===== src/rtl/pc_fetch_unit_pkg.sv =====
// ---------------------------------------------------------------------------
// core_pkg
// Shared definitions for the RV32 program-counter stage:
//   XLEN          datapath / PC width
//   state_t       fetch sequencer state encoding
//   RESET_PC_DEF  default PC loaded on reset
//   TRAP_VEC_DEF  default PC loaded on a misaligned redirect
//   ALIGN_MASK    low address bits that must be zero for a word fetch
// ---------------------------------------------------------------------------
package core_pkg;

    localparam int XLEN = 32;

    typedef enum logic [1:0] {
        S_BOOT  = 2'd0,
        S_FETCH = 2'd1,
        S_STALL = 2'd2
    } state_t;

    localparam logic [XLEN-1:0] RESET_PC_DEF = 32'h0000_0000;
    localparam logic [XLEN-1:0] TRAP_VEC_DEF = 32'h0000_0100;

    localparam logic [1:0] ALIGN_MASK = 2'b11;

    // Only the two low address bits decide word alignment.
    function automatic logic is_word_aligned(input logic [1:0] addr_lsb);
        return (addr_lsb & ALIGN_MASK) == 2'b00;
    endfunction

endpackage


===== src/rtl/pc_fetch_unit_if.sv =====
// ---------------------------------------------------------------------------
// pc_fetch_unit_if
// Bundles the fetch stage's bus-facing signals.
//   master : the fetch unit (drives pc, imem_req, instr_valid, misalign,
//            trap_addr; receives adder sum, memory ready, stall, redirects)
//   slave  : the surrounding core / instruction memory
// ---------------------------------------------------------------------------
interface pc_fetch_unit_if #(
    parameter int XLEN = core_pkg::XLEN
);
    logic [XLEN-1:0] pc;
    logic [XLEN-1:0] pc_plus4;
    logic            imem_req;
    logic            imem_ready;
    logic            instr_valid;
    logic            stall;
    logic            branch_taken;
    logic [XLEN-1:0] branch_target;
    logic            jump_valid;
    logic [XLEN-1:0] jump_target;
    logic            misalign;
    logic [XLEN-1:0] trap_addr;

    modport master (
        output pc,
        output imem_req,
        output instr_valid,
        output misalign,
        output trap_addr,
        input  pc_plus4,
        input  imem_ready,
        input  stall,
        input  branch_taken,
        input  branch_target,
        input  jump_valid,
        input  jump_target
    );

    modport slave (
        input  pc,
        input  imem_req,
        input  instr_valid,
        input  misalign,
        input  trap_addr,
        output pc_plus4,
        output imem_ready,
        output stall,
        output branch_taken,
        output branch_target,
        output jump_valid,
        output jump_target
    );
endinterface


===== src/rtl/pc_fetch_unit_next_pc_mux.sv =====
// ---------------------------------------------------------------------------
// next_pc_mux
// Combinational next-PC priority select with misalignment detect.
// Ports:
//   i_pc_plus4        sum from the datapath adder (sequential successor)
//   i_branch_taken    conditional branch resolved taken
//   i_branch_target   branch destination
//   i_jump_valid      JAL/JALR redirect
//   i_jump_target     jump destination
//   o_next_pc         jump > branch > pc_plus4
//   o_redirect_target selected redirect destination (jump over branch)
//   o_misaligned      a redirect is selected and its target is not word aligned
// ---------------------------------------------------------------------------
module next_pc_mux
    import core_pkg::*;
(
    input  logic [XLEN-1:0] i_pc_plus4,
    input  logic            i_branch_taken,
    input  logic [XLEN-1:0] i_branch_target,
    input  logic            i_jump_valid,
    input  logic [XLEN-1:0] i_jump_target,
    output logic [XLEN-1:0] o_next_pc,
    output logic [XLEN-1:0] o_redirect_target,
    output logic            o_misaligned
);

    logic w_redirect;

    always_comb begin
        w_redirect        = i_jump_valid | i_branch_taken;
        // A simultaneous branch is dropped: the jump is older in program order.
        o_redirect_target = i_jump_valid ? i_jump_target : i_branch_target;
        o_next_pc         = w_redirect ? o_redirect_target : i_pc_plus4;
        // The sequential path is never checked; pc stays aligned by construction.
        o_misaligned      = w_redirect & ~is_word_aligned(o_redirect_target[1:0]);
    end

endmodule


===== src/rtl/pc_fetch_unit.sv =====
// ---------------------------------------------------------------------------
// pc_fetch_unit
// Program-counter stage of the single-cycle RV32 core. Holds the PC, paces
// fetch with a req/ready handshake plus downstream stall, and redirects to a
// trap vector on a misaligned jump/branch target.
// Ports:
//   i_clk   core clock, rising edge
//   i_rst   synchronous active-high reset
//   bus     pc_fetch_unit_if.master (pc, pc_plus4, imem_req/ready,
//           instr_valid, stall, branch/jump redirects, misalign, trap_addr)
//
// state   | meaning
// --------+--------------------------------------------------------------
// S_BOOT  | dead cycle after reset, no request
// S_FETCH | requesting pc; advance when memory ready and no stall
// S_STALL | word returned but decode stalled; re-fetch pc once released
// ---------------------------------------------------------------------------
module pc_fetch_unit
    import core_pkg::*;
#(
    parameter logic [XLEN-1:0] RESET_PC = RESET_PC_DEF,
    parameter logic [XLEN-1:0] TRAP_VEC = TRAP_VEC_DEF
) (
    input  logic            i_clk,
    input  logic            i_rst,
    pc_fetch_unit_if.master bus
);

    state_t          r_state;
    state_t          w_state_nxt;
    logic [XLEN-1:0] r_pc;
    logic            r_misalign;
    logic [XLEN-1:0] r_trap_addr;

    logic            w_advance;
    logic            w_imem_req;
    logic            w_instr_valid;
    logic [XLEN-1:0] w_next_pc;
    logic [XLEN-1:0] w_redirect_target;
    logic            w_misaligned;

    next_pc_mux u_next_pc_mux (
        .i_pc_plus4        (bus.pc_plus4),
        .i_branch_taken    (bus.branch_taken),
        .i_branch_target   (bus.branch_target),
        .i_jump_valid      (bus.jump_valid),
        .i_jump_target     (bus.jump_target),
        .o_next_pc         (w_next_pc),
        .o_redirect_target (w_redirect_target),
        .o_misaligned      (w_misaligned)
    );

    always_ff @(posedge i_clk) begin
        if (i_rst) begin
            r_state <= S_BOOT;
        end else begin
            r_state <= w_state_nxt;
        end
    end

    always_comb begin
        w_state_nxt   = r_state;
        w_imem_req    = 1'b0;
        w_instr_valid = 1'b0;
        w_advance     = 1'b0;
        unique case (r_state)
            S_BOOT: begin
                w_state_nxt = S_FETCH;
            end
            S_FETCH: begin
                w_imem_req    = 1'b1;
                w_instr_valid = bus.imem_ready;
                if (bus.imem_ready && !bus.stall) begin
                    w_advance = 1'b1;
                end else if (bus.imem_ready && bus.stall) begin
                    w_state_nxt = S_STALL;
                end
            end
            S_STALL: begin
                if (!bus.stall) begin
                    w_state_nxt = S_FETCH;
                end
            end
            default: begin
                w_state_nxt = S_BOOT;
            end
        endcase
    end

    // PC and sticky trap record; redirect inputs matter only on an advance.
    always_ff @(posedge i_clk) begin
        if (i_rst) begin
            r_pc        <= RESET_PC;
            r_misalign  <= 1'b0;
            r_trap_addr <= '0;
        end else if (w_advance) begin
            if (w_misaligned) begin
                r_pc       <= TRAP_VEC;
                r_misalign <= 1'b1;
                if (!r_misalign) begin
                    r_trap_addr <= w_redirect_target;
                end
            end else begin
                r_pc <= w_next_pc;
            end
        end
    end

    // Handshake outputs are forced low while reset is held so a mid-fetch
    // reset never presents a stale request.
    assign bus.imem_req    = w_imem_req & ~i_rst;
    assign bus.instr_valid = w_instr_valid & ~i_rst;
    assign bus.pc          = r_pc;
    assign bus.misalign    = r_misalign;
    assign bus.trap_addr   = r_trap_addr;

endmodule


===== src/flat_wrapper.sv =====
// flat-port wrapper written by rule: the top's interface ports become plain ports
module pc_fetch_unit_flat import core_pkg::*;
#(
    parameter logic [XLEN-1:0] RESET_PC = RESET_PC_DEF,
    parameter logic [XLEN-1:0] TRAP_VEC = TRAP_VEC_DEF
)
  (i_clk, i_rst, bus_pc, bus_imem_req, bus_instr_valid, bus_misalign, bus_trap_addr, bus_pc_plus4, bus_imem_ready, bus_stall, bus_branch_taken, bus_branch_target, bus_jump_valid, bus_jump_target);
  pc_fetch_unit_if bus_i ();
  input  logic i_clk;
  input  logic i_rst;
  output wire logic [$bits(bus_i.pc)-1:0] bus_pc;
  output wire logic [$bits(bus_i.imem_req)-1:0] bus_imem_req;
  output wire logic [$bits(bus_i.instr_valid)-1:0] bus_instr_valid;
  output wire logic [$bits(bus_i.misalign)-1:0] bus_misalign;
  output wire logic [$bits(bus_i.trap_addr)-1:0] bus_trap_addr;
  input wire logic [$bits(bus_i.pc_plus4)-1:0] bus_pc_plus4;
  input wire logic [$bits(bus_i.imem_ready)-1:0] bus_imem_ready;
  input wire logic [$bits(bus_i.stall)-1:0] bus_stall;
  input wire logic [$bits(bus_i.branch_taken)-1:0] bus_branch_taken;
  input wire logic [$bits(bus_i.branch_target)-1:0] bus_branch_target;
  input wire logic [$bits(bus_i.jump_valid)-1:0] bus_jump_valid;
  input wire logic [$bits(bus_i.jump_target)-1:0] bus_jump_target;
  assign bus_pc = bus_i.pc;
  assign bus_imem_req = bus_i.imem_req;
  assign bus_instr_valid = bus_i.instr_valid;
  assign bus_misalign = bus_i.misalign;
  assign bus_trap_addr = bus_i.trap_addr;
  assign bus_i.pc_plus4 = bus_pc_plus4;
  assign bus_i.imem_ready = bus_imem_ready;
  assign bus_i.stall = bus_stall;
  assign bus_i.branch_taken = bus_branch_taken;
  assign bus_i.branch_target = bus_branch_target;
  assign bus_i.jump_valid = bus_jump_valid;
  assign bus_i.jump_target = bus_jump_target;
  pc_fetch_unit #(.RESET_PC(RESET_PC), .TRAP_VEC(TRAP_VEC)) u_core (.i_clk(i_clk), .i_rst(i_rst), .bus(bus_i));
endmodule

===== config.mk =====
export PLATFORM = sky130hd
export DESIGN_NAME = pc_fetch_unit_flat
export DESIGN_NICKNAME = d
export VERILOG_FILES = /design/src/rtl/pc_fetch_unit_pkg.sv /design/src/rtl/pc_fetch_unit_if.sv /design/src/rtl/pc_fetch_unit_next_pc_mux.sv /design/src/rtl/pc_fetch_unit.sv /design/src/flat_wrapper.sv
export SDC_FILE = /design/constraint.sdc
export NUM_CORES = 1
export LEC_CHECK = 0
export ABC_CLOCK_PERIOD_IN_PS = 2100
export CORE_MARGIN = 5
export CORE_UTILIZATION = 41
export DETAILED_ROUTE_END_ITERATION = 7
export PLACE_DENSITY_LB_ADDON = 0.2
export SYNTH_ARGS = -nofsm -noshare
export SYNTH_HDL_FRONTEND = slang
export SYNTH_SLANG_ARGS = --single-unit

===== constraint.sdc =====
create_clock -name i_clk -period 2.1 [get_ports i_clk]
set_clock_uncertainty 0.05 [all_clocks]
set_input_delay 0.315 -clock i_clk [delete_from_list [all_inputs] [get_ports i_clk]]
set_output_delay 0.315 -clock i_clk [all_outputs]
set_load 0.02 [all_outputs]

==> run metrics, run 1 <==
fill count 682; crit end category output pin; synthesized area per cell 9.138 um^2; launching point of the worst reg2reg path u_core.r_state[1]; Netlist Area Pre-Place between 3000 and 4000 um^2; static leakage a little over 2 nW; Starting Density 0.4203; syn nets 478; RSZ-0062 raised after global routing no; clk buf depth 2; antenna fix cells 0; WP data required between 1.5 and 2 ns; DIE AREA between 10000 and 15000 um^2; worst hold margin between 0.3 and 0.4 ns; Final setup viols 0; CP Class flip-flop to output pin; DR WL/cell between 15 and 20 um; Post-CTS Setup Repair Bufs 0; final count of pins violating max slew 0; dpl cells between 600 and 700; buffers added on ports between 150 and 200; gr ovfl total 0; min cycle time layout 1.814 ns; Fin Setup TNS 0 ns; Worst-Margin Slew approximately 0.61 ns; CTS sink count 67; CP max FO 7; leading cell type by number of instances after synthesis dfxtp_1; DRC errors left 0; Worst R2R Setup Slack around 0.47 ns; core area ~8200 um^2; cell area after placement about 5300 um^2; Max-Cap Viols 0; run status finished clean; I/O pin cnt around 170; worst rel slew slack 0.5965; Power, Total 3.125 mW; CTS Buf Count 9; worst skew pair latency 0.32 ns; root cell of the clock tree clkbuf_8; Reg area roughly 1300 um^2; DR iter-0 viols between 100 and 150; number of synthesized flops with an enable pin 0; CTS tree done; post-DP HPWL approximately 8200 um; Die Y around 100 um; die width between 100 and 150 um; Synth async-reset ratio 0; Post-DRT Antenna Nets 0; fin crit share 0.8637; vias between 3000 and 4000; non-filler instance count after layout between 600 and 700; FF+latch count, synth 67; vias per cell ~5.2; maximum clock frequency 0.5513 GHz; # H-tree levels 3; post-synthesis sequential area ratio 0.3904; Worst VDD drop 0.3345 mV; Primary FF master, synth dfxtp_1; Area Growth Syn to Fin 59.36%; Post-CTS Hold Fix Bufs 0; worst endpoint data arrival time 1.45 ns; Design Area, Final 5475 um^2; DRT Pass-1 Iters 4; synthesized instance count roughly 380; number of failing hold endpoints at the final stage 0; vias in the first global route around 3400; r2r worst-path depth 4; largest net degree at the start of global routing 54; area of the multi-input gates roughly 1800 um^2; gr usage total 0.2020; worst hold path type input pin to flip-flop; Synth area leaders dfxtp_1, mux2i_1, a21oi_1, a211oi_1, o32ai_1; Routed WL around 11000 um; Critical path destination bus_instr_valid; Critical Path Start u_core.r_state[1]; post-synth top area cell dfxtp_1; Worst R2R End u_core.bus.pc[14]; share of cells above drive strength 1 0.1035; initial antenna violation count 0; Distinct cells, synth 29; Reg clk slew, reported paths around 0.070 ns; Yosys top cell area share 0.3904; first-pass GRT wire length around 16000 um; yosys warns 0; CP startpoint kind flip-flop; PD cells ~570 nW/um^2; GPL Wtd Cong between 0.7 and 0.8; Net count, final 638; # rows 33; most frequent cells after synthesis dfxtp_1, a21oi_1, mux2i_1
## placed cells by master, fill, tap and decap left out
| cell type | netlist | final |
|---|---|---|
| clkdlybuf4s50_1 | 0 | 163 |
| dfxtp_1 | 67 | 66 |
| a21oi_1 | 64 | 64 |
| mux2i_1 | 62 | 62 |
| nor2_1 | 32 | 32 |
| a211oi_1 | 32 | 32 |
| inv_1 | 29 | 29 |
| o32ai_1 | 19 | 19 |
| buf_4 | 1 | 18 |
| clkbuf_8 | 0 | 12 |
| o32ai_2 | 10 | 10 |
| buf_12 | 0 | 3 |
| nor3b_1 | 2 | 2 |
| and2_1 | 2 | 2 |
| mux2_2 | 2 | 2 |
| nor3_1 | 2 | 2 |
| nand2_1 | 2 | 2 |
| nand3_1 | 2 | 2 |
| clkinv_2 | 0 | 2 |
| buf_2 | 17 | 2 |
| nor4bb_4 | 0 | 1 |
| nand4bb_4 | 1 | 1 |
| o21ai_1 | 1 | 1 |
| o21ai_0 | 1 | 1 |
| o21ai_4 | 0 | 1 |
| or3_1 | 1 | 1 |
| nor2_2 | 1 | 1 |
| nor2b_1 | 1 | 1 |
| a21o_1 | 1 | 1 |
| a221oi_1 | 1 | 1 |
| clkinvlp_4 | 0 | 1 |
| bufinv_16 | 0 | 1 |
| dlymetal6s2s_1 | 0 | 1 |
| dlygate4sd2_1 | 0 | 1 |
| dfxtp_2 | 0 | 1 |
## cells by family after synthesis
| group | count (synthesis) | share of synthesized area |
|---|---|---|
| AO/OA/AOI/OAI | 130 | 0.2691 |
| buffers and inverters | 68 | 0.08594 |
| flip-flops | 67 | 0.3904 |
| multiplexers | 64 | 0.1872 |
| AND/OR/NAND/NOR | 47 | 0.06738 |
## report_power, final
part	internal, mW	switching, mW
clock network	0.642	0.458
registers	1.31	0.0246
logic	0.377	0.314
## routing by layer
| layer | GRT usage | wire length [um] | vias to the layer above |
|---|---|---|---|
| li1 | - | - | 1696 |
| met1 | 0.2310 | 4290 | 1544 |
| met2 | 0.3662 | 5440 | 111 |
| met3 | 0.04477 | 732 | 14 |
| met4 | 0.07464 | 201 | 0 |
| met5 | 0 | 0 | - |
## state kept, by name (all words and copies together), names as in the netlist
register              flops
u_core.r_state            2
u_core.bus.trap_addr     32
u_core.bus.misalign       1
u_core.bus.pc            32
## worst min-delay path by stage
stage                                start                 to  slack, ns  cells after the start
after floorplan                  bus_stall  u_core.r_state[0]       0.38                      1
after CTS                            i_rst   u_core.bus.pc[0]       0.35                      3
after detailed placement  u_core.bus.pc[0]   u_core.bus.pc[0]       0.40                      2
after global placement    u_core.bus.pc[1]   u_core.bus.pc[1]       0.40                      2
after global routing                 i_rst   u_core.bus.pc[1]       0.38                      3
final                                i_rst   u_core.bus.pc[1]       0.37                      3
## repair_timing
item	4_1_cts	5_1_grt
resized for setup	2	1
cloned	0	0
setup endpoints to repair	1	1
## through the flow
step	utilization	setup slack, ns
after floorplan	-	0.3980
after CTS	0.6694	0.06435
after global routing	0.6697	0.1542
after global placement	0.6434	0.08464
final	0.6697	0.2861
after detailed placement	0.6434	0.01251
## critical path: stages, from the launching register on
cell,delay (ns)
dfxtp_1,0.39
nor3b_1,0.26
and2_1,0.15
dlygate4sd2_1,0.33
## layout make-up
| type | count | area share |
|---|---|---|
| Inverter | 29 | 0.01988 |
| Tap cell | 105 | 0.02399 |
| Clock inverter | 4 | 0.008684 |
| Timing Repair Buffer | 188 | 0.3394 |
| Sequential cell | 67 | 0.2452 |
| Multi-Input combinational cell | 241 | 0.3327 |
| Clock buffer | 12 | 0.03016 |
No activity file was read; power rests on OpenSTA's default activity.
==> run 2, diff against run 1 <==
Settings changed: CORE_ASPECT_RATIO set to 0.6, GPL_TIMING_DRIVEN set to 0.
==> run 2 against run 1 <==
Net effect:
- worst hold slack better by 0.042 ns
- global-route usage up 4.1 points
- sequential share of layout area down 0.40 points
- cell count up 3.1%
- register-to-register slack worse by 0.10 ns
- setup slack worse by 0.20 ns
- power up 18%
- highest routed layer unchanged
==> run metrics, run 2 (synthesis gave the netlist of run 1 again) <==
min cycle time layout 2.017 ns (+0.2036 ns); worst rel slew slack 0.5436 (-0.05286); commonest cells after routing, fill and taps aside clkdlybuf4s50_1, dfxtp_1, a21oi_1, mux2i_1; CTS tree done; static leakage 2.061 nW (+1.2%); # H-tree levels 3 (unchanged); I/O pin cnt 169 (unchanged); Starting Density 0.4291 (+0.008799); cell area after placement 5233 um^2 (-0.52%); CTS sink count 67 (unchanged); Design Area, Final 5567 um^2 (+1.7%); first-pass GRT wire length 19620 um (+19%); worst hold path type flip-flop to flip-flop; DR iter-0 viols 243 (+80%); DR WL/cell 18.92 um (+15%); hold depth 2 (-1); worst hold margin 0.4104 ns (+0.04230 ns); Worst path slowest cell clkdlybuf4s50_1; die width 128.2 um (+26%); run status finished clean; CTS Buf Count 9 (unchanged); Final setup viols 0 (unchanged); RSZ-0062 raised after global routing no; GPL Wtd Cong 0.9022 (+15%); r2r worst-path depth 4 (unchanged); gr usage total 0.2433 (+0.04128); worst skew pair latency 0.33 ns (about the same); internal power 2.750 mW (+18%); Die Y 80.91 um (-20%); CP Class input pin to output pin; Logic pwr share 0.192 (-0.029); Worst-Margin Slew 0.6846 ns (+0.07929 ns); worst endpoint data arrival time 1.65 ns (+0.20 ns); Sw Ratio 0.2532 (-0.001700); core area 8008 um^2 (-2.1%); Seq pwr share 0.363 (-0.064); final setup margin 0.08259 ns (-0.2036 ns); vias per cell 5.380 (+3.3%); final count of pins violating max slew 0 (unchanged); gr ovfl total 0 (unchanged); WP data required 1.74 ns (about the same); fin crit share 0.9607 (+0.09693); share of cells above drive strength 1 0.09498 (-0.008530); DRT Pass-1 Iters 4 (unchanged); root cell of the clock tree clkbuf_16; # rows 25 (-24%); CP dominant cell by count clkdlybuf4s50_1; Power, Total 3.683 mW (+18%); DIE AREA 10370 um^2 (+0.59%); CP startpoint kind input pin; PD cells 661.6 nW/um^2 (+16%); most common cell after layout, fill and taps aside clkdlybuf4s50_1; cells along the critical path clkdlybuf4s50_1, and2_1, clkdlybuf4s50_1; dpl ws -0.1816 ns (-0.1941 ns); Post-CTS Hold Fix Bufs 0 (unchanged); buffers added on ports 166 (-1.2%); crit end category output pin; Max-Cap Viols 0 (unchanged); largest net degree at the start of global routing 13 (-76%); Post-DRT Antenna Nets 0 (unchanged); DRC errors left 0 (unchanged); vias in the first global route 3770 (+12%); vias 3583 (+6.5%); initial antenna violation count 0 (unchanged); clk buf depth 2 (unchanged); Area Growth Syn to Fin 62.02%; CP max FO 5 (-2); Worst VDD drop 0.4374 mV (+31%); Worst path max stage delay 0.60 ns (+0.21 ns); Routed WL 12600 um (+18%); post-DP HPWL 9749 um (+19%); antenna fix cells 0 (unchanged); number of failing hold endpoints at the final stage 0 (unchanged); Reg clk slew, reported paths 0.05 ns (-0.02 ns); Switch Pwr 0.9327 mW (+17%); Net count, final 655 (+2.7%); maximum clock frequency 0.4957 GHz (-10%); Clk pwr share 0.446 (+0.094)
==> run 2: cell types whose count changed in the layout (fill, tap and decap cells not counted), sizes merged <==
| cell | delta |
|---|---|
| clkdlybuf4s50 | +3 |
| dlymetal6s2s | -1 |
| buf | +1 |
| clkbuf | +13 |
| clkinvlp | +1 |
| dlygate4sd2 | -1 |
| bufinv | +1 |
==> run 2: layer usage <==
metal / GRT usage / up-vias / part of all wire
met3: 0.09593 / 15 / 0.12
met4: 0.06038 / 0 / 0.012
met5: 0 / - / 0
met2: 0.3837 / 162 / 0.44
li1: - / 1737 / -
met1: 0.3136 / 1669 / 0.43
==> run 2: cell type report <==
type	count	area (um^2)
plain buffers	39	186.4
clock buffers	10	239.0
clock inverters	6	88.84
fillers	650	2441
inverters	29	108.9
multi-input cells	241	1804
flip-flops and latches	67	1343
well taps	108	135.1
repair buffers	166	1662
==> run 2: final timing paths <==
| check | end | slack (ns) | startpoint |
|---|---|---|---|
| max reg2reg | u_core.bus.pc[9] | 0.37 | u_core.r_state[1] |
| min | u_core.bus.pc[1] | 0.41 | u_core.bus.pc[1] |
| max | bus_instr_valid | 0.08 | bus_imem_ready |
| min reg2reg | u_core.bus.pc[1] | 0.41 | u_core.bus.pc[1] |
==> run 2: power groups by stage <==
stage	registers (mW)	clock network (mW)	logic (mW)
2_1_floorplan	1.40	0	0.290
3_3_place_gp	1.36	0	0.690
3_5_place_dp	1.36	0	0.699
4_1_cts	1.34	1.66	0.704
5_1_grt	1.34	1.72	0.759
6_report	1.34	1.64	0.705
==> run 2: worst max-delay path: cells and delay by family <==
| family | cells | cell delay (ns) |
|---|---|---|
| AND/OR/NAND/NOR | 1 | 0.16 |
| buffers and inverters | 2 | 1.18 |
==> run 2: through the flow <==
stage          utilization  TNS, ns  cells
4_1_cts             0.6945        0    666
6_report            0.6952        0    666
3_5_place_dp        0.6534   -4.659    650
3_3_place_gp        0.6534   -3.313    650
2_1_floorplan            -        0    376
5_1_grt             0.6952        0    666
==> run 2: timing repair <==
item | 4_1_cts | 5_1_grt
buffers inserted | 0 | 0
setup endpoints to repair | 1 | 1
gates resized for setup | 1 | 1
